$ cat src/rtl/dmem_arbiter.sv
// dmem_arbiter: round-robin two-port arbiter with transparent retry of refused data-memory accesses
// Ports: p0_*/p1_* requester channels (req/we/addr/wdata in, ack out), rdata_o shared read data,
// mem_* memory request channel, busy_o while an access is in flight, refuse_cnt_o saturating refusal count.
module dmem_arbiter #(
   parameter int A_WIDTH   = 13,
   parameter int D_WIDTH   = 34,
   parameter int CNT_WIDTH = 16
) (
   input  logic                 clk,
   input  logic                 reset_n_i,
   input  logic                 p0_req_i,
   input  logic                 p0_we_i,
   input  logic [A_WIDTH-1:0]   p0_addr_i,
   input  logic [D_WIDTH-1:0]   p0_wdata_i,
   input  logic                 p1_req_i,
   input  logic                 p1_we_i,
   input  logic [A_WIDTH-1:0]   p1_addr_i,
   input  logic [D_WIDTH-1:0]   p1_wdata_i,
   output logic                 p0_ack_o,
   output logic                 p1_ack_o,
   output logic [D_WIDTH-1:0]   rdata_o,
   output logic                 mem_req_o,
   output logic                 mem_we_o,
   output logic [A_WIDTH-1:0]   mem_addr_o,
   output logic [D_WIDTH-1:0]   mem_din_o,
   input  logic [D_WIDTH-1:0]   mem_dout_i,
   input  logic                 mem_refused_i,
   output logic                 busy_o,
   output logic [CNT_WIDTH-1:0] refuse_cnt_o
);
   typedef enum logic [1:0] {IDLE, ACCESS, CHECK} state_t;
   state_t               state_q, state_d;
   logic                 last_q, last_d, gnt_q, gnt_d, we_q, we_d, done;
   logic [A_WIDTH-1:0]   addr_q, addr_d;
   logic [D_WIDTH-1:0]   wdata_q, wdata_d;
   logic [CNT_WIDTH-1:0] cnt_q, cnt_d;
   always_comb begin
      state_d = state_q;
      last_d  = last_q;
      gnt_d   = gnt_q;
      we_d    = we_q;
      addr_d  = addr_q;
      wdata_d = wdata_q;
      cnt_d   = cnt_q;
      done    = 1'b0;
      case (state_q)
         IDLE: if (p0_req_i | p1_req_i) begin
            // on a tie the port not served last wins
            gnt_d   = (p0_req_i & p1_req_i) ? ~last_q : p1_req_i;
            last_d  = gnt_d;
            we_d    = gnt_d ? p1_we_i : p0_we_i;
            addr_d  = gnt_d ? p1_addr_i : p0_addr_i;
            wdata_d = gnt_d ? p1_wdata_i : p0_wdata_i;
            state_d = ACCESS;
         end
         ACCESS: state_d = CHECK;
         CHECK: if (mem_refused_i) begin
            cnt_d   = (&cnt_q) ? cnt_q : cnt_q + 1'b1;
            state_d = ACCESS;
         end else begin
            done    = 1'b1;
            state_d = IDLE;
         end
         default: state_d = IDLE;
      endcase
   end
   always_ff @(posedge clk) begin
      if (!reset_n_i) begin
         state_q <= IDLE;
         last_q  <= 1'b1;
         gnt_q   <= 1'b0;
         we_q    <= 1'b0;
         addr_q  <= '0;
         wdata_q <= '0;
         cnt_q   <= '0;
      end else begin
         state_q <= state_d;
         last_q  <= last_d;
         gnt_q   <= gnt_d;
         we_q    <= we_d;
         addr_q  <= addr_d;
         wdata_q <= wdata_d;
         cnt_q   <= cnt_d;
      end
   end
   assign mem_req_o    = state_q == ACCESS;
   assign mem_we_o     = mem_req_o & we_q;
   assign mem_addr_o   = addr_q;
   assign mem_din_o    = wdata_q;
   assign p0_ack_o     = done & ~gnt_q;
   assign p1_ack_o     = done & gnt_q;
   assign rdata_o      = (done & ~we_q) ? mem_dout_i : '1;
   assign busy_o       = state_q != IDLE;
   assign refuse_cnt_o = cnt_q;
endmodule

$ cat config.mk
export PLATFORM = sky130hd
export DESIGN_NAME = dmem_arbiter
export DESIGN_NICKNAME = d
export VERILOG_FILES = /design/src/rtl/dmem_arbiter.sv
export SDC_FILE = /design/constraint.sdc
export NUM_CORES = 1
export LEC_CHECK = 0
export CAP_MARGIN = 10
export CELL_PAD_IN_SITES_DETAIL_PLACEMENT = 0
export CELL_PAD_IN_SITES_GLOBAL_PLACEMENT = 1
export CORE_UTILIZATION = 24
export CTS_CLUSTER_DIAMETER = 50
export DETAILED_ROUTE_END_ITERATION = 10
export PLACE_DENSITY = 0.82
export SETUP_SLACK_MARGIN = 0.05
export SKIP_LAST_GASP = 1
export SYNTH_ARGS = -nofsm -noshare
export SYNTH_HDL_FRONTEND = slang
export SYNTH_SLANG_ARGS = --single-unit
$ cat constraint.sdc
create_clock -name clk -period 2.3 [get_ports clk]
set_clock_uncertainty 0.1 [all_clocks]
set_input_delay 0.345 -clock clk [delete_from_list [all_inputs] [get_ports clk]]
set_output_delay 0.345 -clock clk [all_outputs]
set_load 0.005 [all_outputs]
==> results of run 1 <==
## report_power, final
group          switching, mW  internal, mW
clock network          0.469         0.779
logic                  0.345         0.554
registers             0.0584          1.29
## worst register-to-register path: stages (launching register included)
cell	delay (ns)
dfxtp_1	0.38
ha_1	0.21
and4_1	0.30
o211ai_4	0.14
or4_1	0.50
a21oi_1	0.16
## metrics by stage
| step | TNS [ns] | total power [mW] | hold slack (ns) | instance area [sq um] | setup slack [ns] |
|---|---|---|---|---|---|
| CTS | -0.2419 | 3.553 | 0.3973 | 6227 | -0.04647 |
| global placement | -1.868 | 2.279 | 0.3743 | 5983 | -0.06363 |
| global route | -0.01608 | 3.701 | 0.4091 | 6242 | -0.01608 |
| detailed placement | -2.160 | 2.294 | 0.3912 | 5983 | -0.09374 |
| floorplan | 0 | 1.718 | 0.3630 | 3366 | 0.5968 |
| finish | 0 | 3.498 | 0.3954 | 6242 | 0.08012 |
## logic make-up (layout without fill, tap and decap cells)
kind of cell | Yosys count | count (layout) | synth area share
compound gates | 73 | 73 | 0.1547
fa+ha+maj | 1 | 1 | 0.003717
buf+inv | 33 | 269 | 0.04461
flops | 68 | 68 | 0.4045
mux | 54 | 54 | 0.1606
simple gates | 144 | 144 | 0.2320
## layer usage
metal | track usage | share of wire | vias to the layer above
met5 | 0 | 0 | -
met1 | 0.1555 | 0.38 | 1615
li1 | - | - | 1840
met2 | 0.2830 | 0.51 | 181
met3 | 0.05755 | 0.11 | 9
met4 | 0.04784 | 0.012 | 0
## worst max-delay path by stage
stage | endpoint | slack (ns) | cells past startpoint
after global placement | rdata_o[9] | -0.06 | 6
after CTS | rdata_o[31] | -0.05 | 6
after global routing | rdata_o[22] | -0.02 | 5
after floorplan | refuse_cnt_o[10] | 0.60 | 5
after detailed placement | rdata_o[31] | -0.09 | 6
final | rdata_o[22] | 0.08 | 5
## cells in the final DEF, fill, tap and decap left out, types with 6 or more instances in the layout
cell / netlist / layout
dlymetal6s2s_1: 0 / 6
nor2_1: 53 / 52
mux2i_1: 54 / 54
clkbuf_16: 0 / 9
a21oi_1: 9 / 9
nand2_1: 14 / 13
a211oi_1: 48 / 48
o21ai_0: 8 / 8
buf_4: 3 / 10
dlygate4sd2_1: 0 / 28
dfxtp_1: 68 / 68
clkdlybuf4s50_1: 0 / 202
or3_1: 37 / 37
## cell type report
type / count / area (sq um)
multi-input cells: 272 / 1871
flip-flops and latches: 68 / 1361
inverters: 3 / 11.26
clock buffers: 13 / 260.3
clock inverters: 2 / 10.01
well taps: 176 / 220.2
repair buffers: 251 / 2509
fillers: 1300 / 7211
## registers in the layout, indices dropped and copies added, names as in the netlist
name          flops
gnt_q             1
mem_din_o        34
last_q            1
state_q           2
mem_addr_o       13
refuse_cnt_o     16
we_q              1
## timing repair
action / in CTS / in global routing
endpoints found under the setup margin: 34 / 9
gates resized for setup: 31 / 6
pin swaps: 0 / 0
==> run_results.csv, run 1 <==
group,metric,value,unit
worst_setup_path,path_class,"reg2out",
global_routing,grt_use_total,0.1520,
sta,worst_pin_slew,0.5172,ns
synthesis,synth_commonest_cells,"dfxtp_1 (68), mux2i_1 (54), nor2_1 (53)",
worst_setup_path,start_kind,"register",
synthesis,avgSynthCellArea,9.023,sq um
global_routing,grt_pass1_wl,17.24,mm
cts,cts.sinks,68,
worst_setup_path,r2r_end,"refuse_cnt_o[12]",
synthesis,syn_area,3366,sq um
placement,gp_congestion,0.8004,
synthesis,synthCells,373,
sta,rsz0062_at_grt,"true",
layout,postLayoutCoreUtil,0.4640,
die,core_region_area,13450,sq um
synthesis,synth_edf_count,0,
synthesis,synth_top_area_frac,0.4045,
cts,cts-root-buf,"clkbuf_16",
synthesis,synth_cell_types,42,
worst_setup_path,cp-end-kind,"output pin",
route,drt_wl_total,11.26,mm
sta,hold_violations,0,
pwr,p_leak,2.238,nW
synthesis,synth_top_area_cell,"dfxtp_1",
synthesis,synthMostInstantiatedCell,"dfxtp_1",
sta,slew_violations,0,
synthesis,synth_area_leaders,"dfxtp_1 (40%), mux2i_1 (16%), a211oi_1 (11%)",
cts,hold_buffers,0,
worst_setup_path,path_max_fanout,26,
sta,setup_viol,0,
cts,clockBufferDepth,2,
synthesis,synth_async_sr_flop_share,0,
worst_setup_path,cp.arrival,1.77,ns
worst_setup_path,slowest_stage,"clkdlybuf4s50_1",
route,wl_per_cell,14.34,um
synthesis,synth_warnings,0,
layout,area_delta_synth_final,85.46,%
worst_setup_path,r2r_slack,0.44,ns
layout,antennaDiodeCount,0,
pwr,powerDensity,560.4,nW/um^2
sta,min_period,2.220,ns
cts,htreeDepth,3,
layout,drive_above_1_share,0.06732,
die,fp.dieH,120.4,um
route,drt-initial-drc-count,98,
synthesis,yosysSeqAreaShare,0.4045,
global_routing,grt_pass1_vias,3522,
worst_setup_path,cp_top_family,"buffers and inverters",
route,dr_total_vias,3645,
flow_run,drv_cap,0,
die,initial_utilization,0.2502,
global_routing,overflow,0,
min_path,min_to,"mem_addr_o[8]",
sta,period_share,0.9652,
sta,fmax,450.5,MHz
min_path,hold_class,"reg2reg",
worst_setup_path,worstRegToRegCells,5,
route,vias_per_cell,4.643,
worst_setup_path,slowest_delay,0.44,ns
route,drtPass1Iterations,4,
synthesis,ys_seq_elements,68,
synthesis,syn_nets,509,
worst_setup_path,crit_buf_inv,2,
global_routing,antenna_found_initial,0,
cts,tritoncts,"yes",
min_path,hold-path-cell-count,2,
die,die_area,14500,sq um
route,drc,0,
cts,clk_latency,0.32,ns
placement,dp.cells,770,
die,die_x,120.4,um
placement,port_buffers,236,
worst_setup_path,startpoint,"state_q[0]",
layout,finalNonFillerCells,785,
route,final_antenna_net_count,0,
cts,cts_made_buffers,9,
worst_setup_path,r2r_start,"refuse_cnt_o[0]",
min_path,min_from,"mem_addr_o[8]",
global_routing,grt_max_degree,99,
pwr,peakVddDrop,263.0,uV
placement,hpwl,8.957,mm
layout,fin_nets,741,
worst_setup_path,crit_path_cell_trace,"nor2_2, nand2_2, buf_12, or3_1, clkdlybuf4s50_1",
synthesis,synth-main-ff-cell,"dfxtp_1",
die,io_pins,237,
status,outcome,"completed",
die,fp-row-count,42,
cts,cts.clk_slew.worst_paths,0.05,ns
worst_setup_path,critPathRequiredTime,1.86,ns
cts,postCtsSetupBuffers,0,
sta,relSlewSlack,0.6526,
Note: power is estimated with default switching activity, not from simulation.
==> inputs of run 2 (changes only) <==
CORE_ASPECT_RATIO = 0.6   (was unset)
==> run_results.csv, run 2 (same netlist as run 1, synthesis figures left out) <==
group,metric,value,unit
status,outcome,"completed",
route,drt_wl_total,11.27,mm
worst_setup_path,path_max_fanout,27,
global_routing,grt_use_total,0.1495,
sta,slew_violations,0,
sta,period_share,0.9651,
worst_setup_path,slowest_stage,"clkdlybuf4s50_1",
cts,cts_made_buffers,9,
die,initial_utilization,0.2463,
layout,antennaDiodeCount,0,
flow_run,drv_cap,0,
worst_setup_path,start_kind,"register",
placement,dp.cells,782,
worst_setup_path,cp.arrival,1.77,ns
layout,mostFrequentLayoutCells,"clkdlybuf4s50_1 (202), dfxtp_1 (68), mux2i_1 (54), nor2_1 (52), a211oi_1 (48)",
worst_setup_path,cp_top_family,"buffers and inverters",
placement,hpwl,8.848,mm
worst_setup_path,critPathRequiredTime,1.86,ns
global_routing,grt_pass1_vias,3322,
global_routing,grt_pass1_wl,16.95,mm
cts,tritoncts,"yes",
layout,largest_reg_flops,34,
die,fp.dieH,93.73,um
layout,regArea,1361,sq um
sta,min_period,2.220,ns
worst_setup_path,crit_path_cell_trace,"nor2_2, nand2_2, buf_12, or3_1, clkdlybuf4s50_1",
route,drc,0,
global_routing,grt_max_degree,80,
min_path,hold_class,"reg2reg",
sta,relSlewSlack,0.6090,
route,wl_per_cell,14.11,um
worst_setup_path,cp-end-kind,"output pin",
cts,clockBufferDepth,2,
die,core_region_area,13670,sq um
sta,fin_ws,0.08030,ns
worst_setup_path,crit_buf_inv,2,
sta,rsz0062_at_grt,"true",
route,drt-initial-drc-count,163,
die,die_x,154.9,um
cts,htreeDepth,3,
layout,postLayoutCoreUtil,0.4630,
cts,cts.sinks,68,
route,dr_total_vias,3640,
sta,fmax,450.5,MHz
sta,setup_viol,0,
placement,postPlaceCellArea,5986,sq um
placement,place_ws,-0.1025,ns
cts,cts-root-buf,"clkbuf_16",
cts,clk_latency,0.32,ns
cts,cts.clk_slew.worst_paths,0.06,ns
die,fp-row-count,33,
route,vias_per_cell,4.556,
worst_setup_path,path_class,"reg2out",
route,final_antenna_net_count,0,
layout,fin_nets,738,
cts,hold_buffers,0,
pwr,p_leak,2.257,nW
global_routing,antenna_found_initial,0,
sta,worst_pin_slew,0.5820,ns
die,die_area,14520,sq um
die,io_pins,237,
layout,finalNonFillerCells,799,
sta,hold_violations,0,
layout,drive_above_1_share,0.07084,
route,drtPass1Iterations,4,
layout,final_common_cell,"clkdlybuf4s50_1",
layout,area_delta_synth_final,87.99,%
global_routing,overflow,0,
layout,multi_input_area,1871,sq um
pwr,powerDensity,572.1,nW/um^2
layout,fillers,1277,
layout,finalInstanceArea,6327,sq um
worst_setup_path,slowest_delay,0.45,ns
pwr,peakVddDrop,289.9,uV
placement,gp_congestion,0.8571,
placement,port_buffers,236,
-- run 2: changes by cell type in the layout (fill, tap and decap cells not counted), sizes merged --
cell | before | now
clkinvlp | 0 | 3
dlygate4sd2 | 28 | 11
clkbuf | 13 | 11
clkinv | 2 | 1
inv | 3 | 5
bufinv | 0 | 1
dlymetal6s2s | 6 | 21
buf | 15 | 12
-- run 2: layout make-up --
type,instances,share of cell area
Clock inverter,7,0.01186
Tap cell,192,0.03797
Timing Repair Buffer,248,0.4020
Sequential cell,68,0.2151
Inverter,3,0.001780
Clock buffer,9,0.03559
Multi-Input combinational cell,272,0.2956
-- run 2: what timing repair did --
item                                    CTS  global route
gates resized for setup                  13            27
pin swaps                                 1             0
endpoints found under the setup margin   34            31
setup buffers                             1             0
-- run 2: stage by stage --
| step | hold slack (ns) | total power, mW | TNS, ns |
|---|---|---|---|
| floorplan | 0.3630 | 1.718 | 0 |
| global placement | 0.3750 | 2.263 | -2.878 |
| detailed placement | 0.3834 | 2.280 | -2.612 |
| CTS | 0.3926 | 3.682 | -1.643 |
| global route | 0.4073 | 3.821 | -0.01316 |
| finish | 0.3907 | 3.620 | 0 |
-- run 2: per-layer routing --
metal / vias up / share of wire / wire [um] / GRT usage
met3: 9 / 0.094 / 1059 / 0.05397
met2: 162 / 0.46 / 5194 / 0.2466
li1: 1835 / - / - / -
met1: 1634 / 0.44 / 4932 / 0.1859
met4: 0 / 0.0075 / 84 / 0.03465
met5: - / 0 / 0 / 0
-- run 2: worst paths after layout --
| path | startpoint | slack (ns) | cells past startpoint | to |
|---|---|---|---|---|
| setup / recovery | state_q[0] | 0.08 | 5 | rdata_o[13] |
| hold / removal | refuse_cnt_o[1] | 0.39 | 2 | refuse_cnt_o[1] |
| setup reg to reg | refuse_cnt_o[0] | 0.43 | 5 | refuse_cnt_o[10] |
| hold reg to reg | refuse_cnt_o[1] | 0.39 | 2 | refuse_cnt_o[1] |
-- run 2: where the power goes --
part / switching [mW] / internal, mW
Sequential: 0.0584 / 1.29
Clock: 0.536 / 0.844
Combinational: 0.341 / 0.550
Total: 0.935 / 2.68
-- run 2: worst register-to-register path: stages, from the launching register on --
cell	delay, ns
dfxtp_1	0.38
ha_1	0.21
and4_1	0.31
o211ai_4	0.14
or4_1	0.52
a21oi_1	0.14
==> inputs of run 3 (changes only) <==
REMOVE_ABC_BUFFERS = 1   (was unset)
==> run_results.csv, run 3 (same netlist as run 1, synthesis figures left out) <==
group,metric,value,unit
sta,fmax,470.2,MHz
status,outcome,"completed",
sta,period_share,0.9246,
global_routing,grt_use_total,0.1497,
sta,min_period,2.127,ns
route,wl_per_cell,13.73,um
cts,clockBufferDepth,2,
layout,final_common_cell,"clkdlybuf4s50_1",
worst_setup_path,critPathRequiredTime,1.86,ns
worst_setup_path,r2r_end,"refuse_cnt_o[12]",
worst_setup_path,cp-end-kind,"output pin",
cts,cts.sinks,68,
die,fp.dieH,93.73,um
die,io_pins,237,
worst_setup_path,slowest_stage,"dfxtp_1",
layout,fin_nets,738,
worst_setup_path,crit_path_cell_trace,"buf_12, and2_1, clkdlybuf4s50_1",
flow_run,drv_cap,0,
pwr,powerDensity,592.3,nW/um^2
worst_setup_path,path_class,"reg2out",
cts,clk_latency,0.33,ns
worst_setup_path,slowest_delay,0.53,ns
worst_setup_path,r2r_slack,0.43,ns
layout,largest_reg_flops,34,
worst_setup_path,r2r_start,"refuse_cnt_o[0]",
cts,htreeDepth,3,
pwr,peakVddDrop,275.7,uV
sta,hold_violations,0,
layout,fillers,1313,
die,die_x,154.9,um
layout,regArea,1361,sq um
sta,worst_pin_slew,0.5440,ns
cts,cts-root-buf,"clkbuf_16",
die,fp-row-count,33,
cts,hold_buffers,0,
layout,multi_input_area,1881,sq um
placement,hpwl,8.324,mm
global_routing,grt_pass1_wl,17.17,mm
route,final_antenna_net_count,0,
placement,gp_congestion,0.7869,
route,drt_wl_total,10.97,mm
route,drc,0,
pwr,p_leak,2.260,nW
sta,slew_violations,0,
die,initial_utilization,0.2463,
global_routing,overflow,0,
worst_setup_path,start_kind,"register",
route,dr_total_vias,3613,
global_routing,grt_pass1_vias,3383,
sta,rsz0062_at_grt,"false",
route,vias_per_cell,4.522,
min_path,min_from,"refuse_cnt_o[15]",
cts,tritoncts,"yes",
die,core_region_area,13670,sq um
global_routing,antenna_found_initial,0,
min_path,min_to,"refuse_cnt_o[15]",
sta,setup_viol,0,
cts,cts_made_buffers,9,
sta,relSlewSlack,0.6345,
route,drt-initial-drc-count,142,
layout,drive_above_1_share,0.06755,
placement,port_buffers,236,
pwr,total_power,3.748,mW
global_routing,grt_max_degree,87,
sta,whs,0.3920,ns
min_path,hold-path-cell-count,2,
worst_setup_path,cp.arrival,1.68,ns
die,die_area,14520,sq um
min_path,hold_class,"reg2reg",
layout,area_delta_synth_final,88.03,%
route,drtPass1Iterations,4,
layout,mostFrequentLayoutCells,"clkdlybuf4s50_1 (201), dfxtp_1 (68), mux2i_1 (54), nor2_1 (52), a211oi_1 (48)",
cts,cts.clk_slew.worst_paths,0.06,ns
layout,antennaDiodeCount,0,
worst_setup_path,path_max_fanout,25,
worst_setup_path,worstRegToRegCells,5,
run 3: power breakdown:
| part | total [mW] | leakage [nW] | switching [mW] | internal (mW) |
|---|---|---|---|---|
| Clock | 1.49 | 0.156 | 0.539 | 0.954 |
| Combinational | 0.899 | 1.54 | 0.339 | 0.560 |
| Sequential | 1.36 | 0.561 | 0.0654 | 1.29 |
| Total | 3.75 | 2.26 | 0.944 | 2.80 |
run 3: stage by stage:
step / TNS (ns) / utilization / area, sq um / instances / setup WS, ns
floorplan: -105.34 / - / 3227 / 343 / -2.113
detailed placement: -2.111 / 0.4383 / 5991 / 781 / -0.07719
finish: 0 / 0.4631 / 6329 / 799 / 0.1734
CTS: -0.2402 / 0.4618 / 6311 / 798 / -0.07230
global placement: -2.153 / 0.4383 / 5991 / 781 / -0.07334
global route: 0 / 0.4631 / 6329 / 799 / 0.05069
run 3: final cells by class:
cell class | instances | area share
Timing Repair Buffer | 248 | 0.3968
Multi-Input combinational cell | 272 | 0.2972
Sequential cell | 68 | 0.2151
Tap cell | 192 | 0.03796
Clock buffer | 9 | 0.03559
Clock inverter | 7 | 0.01562
Inverter | 3 | 0.001779
run 3: worst max-delay path by stage:
stage	cells after the start	endpoint	slack, ns	start
floorplan	3	mem_addr_o[0]	-2.11	p1_req_i
global placement	6	rdata_o[21]	-0.07	mem_refused_i
detailed placement	6	rdata_o[28]	-0.08	mem_refused_i
CTS	6	rdata_o[29]	-0.07	mem_refused_i
global route	3	mem_we_o	0.05	we_q
finish	3	mem_we_o	0.17	we_q
run 3: repair_timing:
action                                  4_1_cts  5_1_grt
cloned                                        1        0
endpoints found under the hold margin         0        0
setup buffers                                 0        1
pin swaps                                     0        1
resized for setup                            35        5
endpoints found under the setup margin       34       35
run 3: worst max-delay path, delay by kind of cell, from the launching register on:
family | cells | cell delay [ns]
buffers and inverters | 2 | 0.69
DFF | 1 | 0.53
and+or+nand+nor | 1 | 0.13
run 3: layer usage:
layer / track usage / share of wire / wire length [um]
met5: 0 / 0 / 0
met3: 0.04059 / 0.062 / 680
met1: 0.2008 / 0.48 / 5305
met2: 0.2384 / 0.45 / 4914
met4: 0.03465 / 0.0065 / 71
